`src/rtl/ps2_key_decoder.sv`:
```
// PS/2 set-2 receiver: deframes keyboard bytes and
// turns make/break sequences into key-held levels.
module ps2_key_decoder #(
  parameter logic [7:0] KEY1_CODE      = 8'h16,
  parameter logic [7:0] KEY2_CODE      = 8'h1E,
  parameter int         TIMEOUT_CYCLES = 10000
) (
  input  logic       clk,
  input  logic       iResetn,
  input  logic       iPS2Clk,
  input  logic       iPS2Dat,
  output logic       o1,
  output logic       o2,
  output logic [7:0] oScanCode,
  output logic       oScanValid,
  output logic       oFrameErr
);

  localparam int TW = $clog2(TIMEOUT_CYCLES + 1);

  typedef enum logic [1:0] {
    IDLE,
    DATA,
    PARITY,
    STOP
  } state_t;

  state_t state;
  state_t state_d;

  logic          clk_s1;
  logic          clk_s2;
  logic          clk_s3;
  logic          dat_s1;
  logic          dat_s2;
  logic          fall;
  logic          din;
  logic [2:0]    cnt;
  logic [7:0]    shift;
  logic          par;
  logic [TW-1:0] tcnt;
  logic          tout;
  logic          good;
  logic          bad;
  logic          brk;
  logic          ext;

  assign fall = clk_s3 & ~clk_s2;
  assign din  = dat_s2;

  // A stalled PS/2 clock must not hold a partial frame forever.
  assign tout = (state != IDLE) && !fall &&
                (tcnt == TW'(TIMEOUT_CYCLES - 1));

  // Two-flop synchronisers plus a third clock flop for edge detect.
  always_ff @(posedge clk or negedge iResetn) begin
    if (!iResetn) begin
      clk_s1 <= 1'b1;
      clk_s2 <= 1'b1;
      clk_s3 <= 1'b1;
      dat_s1 <= 1'b1;
      dat_s2 <= 1'b1;
    end else begin
      clk_s1 <= iPS2Clk;
      clk_s2 <= clk_s1;
      clk_s3 <= clk_s2;
      dat_s1 <= iPS2Dat;
      dat_s2 <= dat_s1;
    end
  end

  // Frame state register.
  always_ff @(posedge clk or negedge iResetn) begin
    if (!iResetn) state <= IDLE;
    else          state <= state_d;
  end

  // Next-state logic and frame good/bad verdicts.
  always_comb begin
    state_d = state;
    good    = 1'b0;
    bad     = 1'b0;
    unique case (state)
      IDLE: begin
        if (fall && !din) state_d = DATA;
      end
      DATA: begin
        if (fall && cnt == 3'd7) state_d = PARITY;
      end
      PARITY: begin
        if (fall) state_d = STOP;
      end
      STOP: begin
        if (fall) begin
          state_d = IDLE;
          if (din && (^{shift, par})) good = 1'b1;
          else                        bad  = 1'b1;
        end
      end
      default: state_d = IDLE;
    endcase
    if (tout) begin
      state_d = IDLE;
      bad     = 1'b1;
    end
  end

  // Inactivity counter, parked at zero while idle.
  always_ff @(posedge clk or negedge iResetn) begin
    if (!iResetn)            tcnt <= '0;
    else if (state_d == IDLE) tcnt <= '0;
    else if (fall)           tcnt <= '0;
    else                     tcnt <= tcnt + TW'(1);
  end

  // Bit counter, shift register and parity capture.
  always_ff @(posedge clk or negedge iResetn) begin
    if (!iResetn) begin
      cnt   <= '0;
      shift <= '0;
      par   <= 1'b0;
    end else if (fall) begin
      unique case (state)
        IDLE:    cnt <= '0;
        DATA: begin
          shift[cnt] <= din;
          cnt        <= cnt + 3'd1;
        end
        PARITY:  par <= din;
        default: ;
      endcase
    end
  end

  // Byte output, error pulse and make/break decoding.
  always_ff @(posedge clk or negedge iResetn) begin
    if (!iResetn) begin
      oScanCode  <= '0;
      oScanValid <= 1'b0;
      oFrameErr  <= 1'b0;
      o1         <= 1'b0;
      o2         <= 1'b0;
      brk        <= 1'b0;
      ext        <= 1'b0;
    end else begin
      oScanValid <= good;
      oFrameErr  <= bad;
      if (bad) begin
        brk <= 1'b0;
        ext <= 1'b0;
      end else if (good) begin
        oScanCode <= shift;
        if (shift == 8'hF0) begin
          brk <= 1'b1;
        end else if (shift == 8'hE0) begin
          ext <= 1'b1;
        end else begin
          brk <= 1'b0;
          ext <= 1'b0;
          if (!ext && shift == KEY1_CODE) o1 <= ~brk;
          if (!ext && shift == KEY2_CODE) o2 <= ~brk;
        end
      end
    end
  end

endmodule

```
`config.mk`:
```
export PLATFORM = sky130hd
export DESIGN_NAME = ps2_key_decoder
export DESIGN_NICKNAME = d
export VERILOG_FILES = /design/src/rtl/ps2_key_decoder.sv
export SDC_FILE = /design/constraint.sdc
export NUM_CORES = 1
export LEC_CHECK = 0
export CORE_MARGIN = 2
export CORE_UTILIZATION = 40
export CTS_CLUSTER_DIAMETER = 120
export CTS_CLUSTER_SIZE = 25
export DETAILED_ROUTE_END_ITERATION = 10
export GPL_TIMING_DRIVEN = 1
export PLACE_DENSITY = 0.62
export SETUP_SLACK_MARGIN = 0.3
export SKIP_CTS_REPAIR_TIMING = 1
export SYNTH_ARGS = -nofsm -noshare
export SYNTH_HDL_FRONTEND = slang
export SYNTH_SLANG_ARGS = --single-unit
```
`constraint.sdc`:
```
create_clock -name clk -period 2.3 [get_ports clk]
set_input_delay 0.575 -clock clk [delete_from_list [all_inputs] [get_ports clk]]
set_output_delay 0.575 -clock clk [all_outputs]
set_load 0.005 [all_outputs]
```
==> results of run 1 <==
==> logic make-up after synthesis <==
logic type	synth area share
simple gates	0.1947
flops	0.5475
mux	0.1031
xor+xnor	0.07648
compound gates	0.04056
buf+inv	0.02028
fa+ha+maj	0.01738
==> placed cells by master, fill, tap and decap left out, drive strengths merged, types with 2 or more instances in the layout <==
cell type,count
dfrtp,42
nor2,19
nand2,17
mux2,16
clkdlybuf4s50,14
buf,12
xnor2,11
nand3,8
and3,7
xor2,7
clkbuf,7
a21oi,6
nor3,6
nand4,5
dfstp,5
inv,4
or3,4
nor3b,4
o21ai,3
nand3b,3
ha,3
mux2i,3
nand2b,2
nor4b,2
==> power by group through the flow <==
stage	clock network, mW	logic (mW)	registers (mW)
detailed placement	0	0.903	1.19
global route	0.533	1.13	1.22
floorplan	0	0.746	1.12
CTS	0.502	0.907	1.17
finish	0.480	1.04	1.19
global placement	0	0.892	1.18
==> state kept, by name, indices dropped and copies added (netlist names) <==
| name | count |
|---|---|
| oScanValid | 1 |
| dat_s2 | 1 |
| brk | 1 |
| shift | 8 |
| state | 2 |
| ext | 1 |
| clk_s2 | 1 |
| clk_s1 | 1 |
| cnt | 3 |
| oFrameErr | 1 |
| tcnt | 14 |
| o1 | 1 |
| par | 1 |
| oScanCode | 8 |
| clk_s3 | 1 |
| dat_s1 | 1 |
| o2 | 1 |
==> final cells by class <==
| class | count | area [sq um] |
|---|---|---|
| fillers | 486 | 2572 |
| clock buffers | 7 | 76.32 |
| multi-input cells | 135 | 993.5 |
| flip-flops and latches | 47 | 1182 |
| well taps | 70 | 87.58 |
| repair buffers | 26 | 240.2 |
| inverters | 4 | 15.01 |
| clock inverters | 1 | 5.005 |
==> routing by layer <==
layer  GRT usage  vias to the layer above  wire, um
met3     0.03837                        4       132
li1            -                      720         -
met2      0.2139                       27      1806
met4     0.05893                        0        49
met1      0.2086                      733      2076
met5           0                        -         0
==> how the worst max path moves through the flow <==
stage                   end     start  slack (ns)  depth (start not counted)
2_1_floorplan  oScanCode[0]  shift[1]        0.34                          5
3_3_place_gp   oScanCode[1]  shift[5]        0.22                          5
3_5_place_dp   oScanCode[4]  shift[5]        0.19                          5
4_1_cts        oScanCode[4]  shift[1]        0.17                          5
5_1_grt        oScanCode[2]  shift[3]        0.19                          6
6_report       oScanCode[2]  shift[6]        0.28                          6
==> results list, run 1 <==
- Count of input and output buffers: 15
- FF-to-FF End: oScanCode[2]
- Switching part of the total: 0.3456
* TNS Setup: 0 ns
* Slowest cell on the critical path: sky130_fd_sc_hd__dfrtp_1
- Cell internal power was estimated by the tool at 1.769 mW.
* Area of the placeable core: 5172 sq um
- Hold is met by about 0.26 ns.
* Clock Tree Buf Depth: 2
* Number of buffers inserted during clock tree synthesis: 5
- Summing all non-filler instances in the final layout gives an area of 2600 sq um.
- Counting every sink on the clock net gives 47.
- The floorplan has 26 rows.
* Worst Path Class, Setup: register to register
* Total global-route track usage: 0.1468
- STA classifies the critical path endpoint as a register.
- The routed design could run at a clock period as short as 2.022 ns.
- Net count of the finished layout: ~230
- Timing would allow up to between 0.4 and 0.5 GHz.
- Summed over all cells, the static leakage comes to 1.166 nW.
- Across the routed clock network, the largest skew measured is 0.007607 ns.
- In the routed layout, each cell is associated on average with a via count of roughly 5.1.
- The tool flagged a number of max-cap violations equal to 0.
- Dividing the final minimum period by the clock period gives 0.8793.
- Count of synthesis-stage warnings from yosys: 0
- The most used flip-flop cell after synthesis is sky130_fd_sc_hd__dfrtp_1.
* Total via count after detailed routing: 1,484
- Run status: complete, no violations
- The worst pin sits at a relative slew slack of 0.7081.
- Wire length reported by the detailed router: 4064 um
* Largest cells by area after synthesis: sky130_fd_sc_hd__dfrtp_1 49%, sky130_fd_sc_hd__mux2_2 8.3%, sky130_fd_sc_hd__dfstp_2 6.1%, sky130_fd_sc_hd__xnor2_1 4.1%, sky130_fd_sc_hd__nor2_1 3.3%
* Clock power share: 0.178
- For this configuration, the core starts out at a cell density of 0.4175.
* Unique masters post-synth: 34
* Diodes inserted: 0
- In this design, the critical path's most frequently occurring cell is sky130_fd_sc_hd__xnor2_2.
- Measured along the x axis, the die boundary spans 77.48 um.
* Largest stage delay, worst path: 0.42 ns
* Class of the worst hold path: primary input to asynchronous set/reset pin
* Netlist area before placement: ~2200 sq um
- Max-slew violations: 0
- The number of nets in the synthesized netlist is 200.
* Average wire per standard cell: around 14 um
- In this run the worst path has a maximum fanout of 8.
- Share of power burned in combinational logic: 0.384
- Crit Reg-Reg Startpoint: shift[6]
- Post-layout instance count excluding filler cells: 290
* I/O Pins: 16
* Area fraction of the dominant cell type after synthesis: 0.4867
- Gr ovfl total: 0
* Standard cell area after detailed placement: 2434 sq um
- At the worst endpoint, the required time is 2.49 ns.
* Later-pin clock latency in the skew report: 0.30 ns
- From synthesis to final layout, the design area changed by 20.39%.
* Nature of the critical path startpoint: register
* Initial antenna violation count: 0
* Root cell of the clock tree: sky130_fd_sc_hd__clkbuf_8
- Most used standard cell by instance count after synthesis: sky130_fd_sc_hd__dfrtp_1
- Averaged over all synthesized cells, the footprint is 11.19 sq um.
* CTS tree: done
- The via count of the first global-routing pass is 1,397.
* Die ar.: between 6000 and 7000 sq um
- Count of flip-flops with a built-in enable after synthesis: 0
- Crit path max-delay family: XOR/XNOR gates
* Worst IR Drop VDD: 0.0004729 V
- Pin count of the biggest net entering global routing: 25
- Setup violations remaining at the end of the flow were counted as 0.
- Synthesis inferred 47 register bits.
- Tightest Pin Transition: 0.4368 ns
* Final standard cell utilization of the core: 0.5027
- Sequence of cells on the critical path: xnor2_2, xnor2_2, xnor2_2, mux2i_4, buf_12, mux2_2
- Most common library cells after synthesis: 42 x sky130_fd_sc_hd__dfrtp_1, 19 x sky130_fd_sc_hd__nor2_1, 17 x sky130_fd_sc_hd__nand2_1, 16 x sky130_fd_sc_hd__mux2_2, 10 x sky130_fd_sc_hd__xnor2_1
- Clock-pin slew was measured on the worst setup and hold paths at ~0.080 ns.
- Number of DRC violations after detailed routing: 0
- Number of levels in the clock H-tree: 2
- Unrepaired setup endpoints after global routing: yes
- Across all register-to-register paths, the minimum setup slack is 0.28 ns.
* Synthesized instance count: roughly 190
- At the end of routability-driven placement, the weighted congestion stood at between 0.7 and 0.8.
- After legalization and detailed placement, the total HPWL measured roughly 2800 um.
* FFs w/ async S/R, synth: 1.000
- In this run, placement finished with an instance count of 280.
- The count of endpoints failing hold in the final timing report was 0.
- The completed layout was analyzed and its total power is roughly 2.7 mW.
* Number of cell instances on the worst register-to-register path: 6
- OpenSTA, run right after detailed placement, puts the worst setup slack at 0.1859 ns.
- 1st-iter DRT viols: 110
* Global-route wire length before repair: 6851 um
* Portion of the post-synthesis area used by sequential elements: 0.5475
* Number of optimization iterations in the first detailed-route pass: 4
- The analysis attributes to net switching a power of 0.9341 mW.
* PD cells: 1040 nW/um^2
- Measured along the y axis, the die boundary spans 77.48 um.
- Antenna violation net count after detailed routing: 0
- Worst Setup Slack, final: 0.2777 ns
* Fraction of layout instances using a drive strength above 1: 0.2273
* Sequential group share of total power: 0.439
* Library cell occupying the most area in the post-synthesis netlist: sky130_fd_sc_hd__dfrtp_1
* Crit path buf inv count: 1
- For the worst setup path, the data arrival time is between 2 and 2.5 ns.
(Power assumes the default switching activity.)
==> run 2, diff against run 1 <==
- CORE_ASPECT_RATIO: not set -> 1.1
==> results list, run 2 (synthesis results as in run 1) <==
- Worst Path Class, Setup: register to register (unchanged)
- Most flop-heavy register: tcnt (unchanged)
- Die ar.: 6003 sq um (was 6002 sq um)
* Class of the worst hold path: primary input to asynchronous set/reset pin (unchanged)
* Top Registers: tcnt: 14 flops, oScanCode: 8 flops, shift: 8 flops (unchanged)
- The routed wire length was 3729 um (was 4064 um).
- Run status: complete, no violations (unchanged)
- The buffer levels on the longest clock path is 2 (unchanged).
* Nature of the critical path startpoint: register (unchanged)
- Initial standard-cell utilization of the core: 0.4082 (was 0.4175)
- Number of DRC violations after detailed routing: 0 (unchanged)
* Average wire per standard cell: 12.60 um (was 14.01 um)
- The share of the clock period used by the worst path came to 0.8678 (was 0.8793).
- The buffer cell driving the clock tree root is sky130_fd_sc_hd__clkbuf_8 (unchanged).
- Minimum clock period: 1.996 ns (was 2.022 ns)
- Met2 routed wirelength: 1813 um (was 1806 um)
* Max reg flops: 14 (unchanged)
- The detailed-router iteration count before antenna repair was 4 (unchanged).
- The total negative slack was 0 ns (unchanged).
- The number of nets at the end of the flow is 227 (was 226).
- Slowest cell on the critical path: sky130_fd_sc_hd__dfrtp_2 (was sky130_fd_sc_hd__dfrtp_1)
- Maximum fanout count along the critical path: 8 (unchanged)
- Area growth from synthesis to final layout: 22.48% (was 20.39%)
- Pin count of the biggest net entering global routing: 48 (was 25)
* Crit end category: register (unchanged)
- Largest stage delay, worst path: 0.45 ns (was 0.42 ns)
- The required time reported for the critical path endpoint is 2.50 ns (was 2.49 ns).
- The timing-limited maximum frequency is 0.5010 GHz (was 0.4945 GHz).
- Crit path max-delay family: XOR/XNOR gates (unchanged)
- The detailed route wirelength on metal3 was 100 um (was 132 um).
- Switching part of the total: 0.3296 (was 0.3456)
* Via density per instance: 4.865 (was 5.117)
- PD cells: 1091 nW/um^2 (was 1040 nW/um^2)
- Max-capacitance violation count: 0 (unchanged)
- Leakage: 1.181 nW (was 1.166 nW)
* Gr ovfl total: 0 (unchanged)
- The floorplan core area came to 5290 sq um (was 5172 sq um).
- The relative max-transition margin is 0.6106 (was 0.7081).
* Tightest Pin Transition: 0.5841 ns (was 0.4368 ns)
- The final count of negative-setup-slack endpoints was 0 (unchanged).
- Total via count after detailed routing: 1,440 (was 1,484)
- Total global-route track usage: 0.1454 (was 0.1468)
- Worst IR Drop VDD: 0.0004962 V (was 0.0004729 V)
- Clock power share: 0.220 (was 0.178)
- The via count of the first global-routing pass came to 1,444 (was 1,397).
- Number of buffers inserted during clock tree synthesis: 5 (unchanged)
* Diodes inserted: 0 (unchanged)
- 1st-iter DRT viols: 83 (was 110)
- Global-route wire length before repair: 6617 um (was 6851 um)
- Routability-driven placement congestion ratio: 0.7439 (was 0.7652)
- Worst clock skew: 0.009966 ns (was 0.007607 ns)
- Unrepaired setup endpoints after global routing: yes (unchanged)
- The number of input and output port buffers inserted was 15 (unchanged).
* Detailed Place HPWL: 2566 um (was 2799 um)
- The number of clock sinks came to 47 (unchanged).
* Crit Reg-Reg Startpoint: shift[0] (was shift[6])
* Reported net switching power: 0.9510 mW (was 0.9341 mW)
* Top library cells by usage in the layout, fill and taps aside: 39 x sky130_fd_sc_hd__dfrtp_1, 19 x sky130_fd_sc_hd__nor2_1, 17 x sky130_fd_sc_hd__nand2_1 (was 42 x sky130_fd_sc_hd__dfrtp_1, 19 x sky130_fd_sc_hd__nor2_1, 17 x sky130_fd_sc_hd__nand2_1)
- Initial antenna violation count: 0 (unchanged)
* Crit path buf inv count: 1 (unchanged)
- The clock latency of the later-clocked register in the worst-skew pair came to 0.30 ns (about the same).
- Worst slack on hold paths: 0.3487 ns (was 0.2560 ns)
- The CTS clock-pin slew for the worst setup and hold paths was 0.09 ns (was 0.08 ns).
* Cell Int Power: 1.935 mW (was 1.769 mW)
- The overall die height came to 81.07 um (was 77.48 um).
- Antenna violation net count after detailed routing: 0 (unchanged)
- The combinational power share was 0.367 (was 0.384).
- The launching instance or port of the critical path was shift[0] (was shift[6]).
* CTS tree: done (unchanged)
- The sequential share of power was 0.413 (was 0.439).
* Number of placement rows: 28 (was 26)
- Number of levels in the clock H-tree: 2 (unchanged)
- The number of top-level pins came to 16 (unchanged).
- Chip Width: 74.06 um (was 77.48 um)
- The uppermost signal routing layer after detailed routing was met4 (unchanged).
- The proportion of layout cells with a drive suffix above 1 was 0.2534 (was 0.2273).
- The final number of max-transition violations is 0 (unchanged).
- Final Hold Violating Endpoints: 0 (unchanged)
- Sequence of cells on the critical path: xnor2_1, xnor2_1, xnor2_2, mux2i_4, buf_12, mux2_2 (was xnor2_2, xnor2_2, xnor2_2, mux2i_4, buf_12, mux2_2).
- CP arrival: 2.19 ns (was 2.21 ns)
- Cell seen most often among critical-path stages: sky130_fd_sc_hd__xnor2_1 (was sky130_fd_sc_hd__xnor2_2)
- The met1 routed wirelength after detailed routing came to 1758 um (was 2076 um).
- The most common library cell in the layout ignoring fill and taps is sky130_fd_sc_hd__dfrtp_1 (unchanged).
run 2: cell count changes in the layout (fill, tap and decap cells not counted), sizes merged:
| cell | delta |
|---|---|
| inv | +1 |
| clkinv | -1 |
| bufinv | +1 |
| clkbuf | -1 |
| buf | +1 |
run 2: power groups by stage:
stage,Sequential [mW],Clock [mW],Combinational (mW)
2_1_floorplan,1.12,0,0.746
5_1_grt,1.23,0.700,1.16
3_5_place_dp,1.19,0,0.900
6_report,1.19,0.635,1.06
4_1_cts,1.18,0.663,0.903
3_3_place_gp,1.18,0,0.892
run 2: path summary, 6_finish.rpt:
check | slack (ns) | cells past startpoint | endpoint
min in group clk | 0.35 | 0 | dat_s2
min | 0.35 | 2 | oScanCode[7]
max in group asynchronous | 1.52 | 2 | shift[2]
max | 0.30 | 6 | oScanCode[2]
max reg2reg | 0.30 | 6 | oScanCode[2]
min reg2reg | 0.35 | 0 | dat_s2
run 2: per-layer routing:
layer  GRT usage  vias to the layer above
met5           0                        -
met4     0.05455                        0
met3     0.03722                        6
met2      0.2375                       16
met1      0.1850                      694
li1            -                      724
run 2: layout make-up:
class                   count  area (sq um)
fillers                   493          2645
flip-flops and latches     47          1186
multi-input cells         135         980.9
repair buffers             27         247.7
well taps                  75         93.84
clock buffers               6         82.58
clock inverters             2         38.79
inverters                   4         15.01
run 2: through the flow:
step	power [mW]	setup WS, ns	cell area, sq um	util	std cells
final	2.886	0.3041	2645	0.5000	296
after global routing	3.088	0.1522	2645	0.5000	296
after CTS	2.742	0.1439	2546	0.4813	291
after detailed placement	2.094	0.1547	2425	0.4584	283
after global placement	2.075	0.2041	2425	0.4584	283
after floorplan	1.862	0.3446	2163	-	193
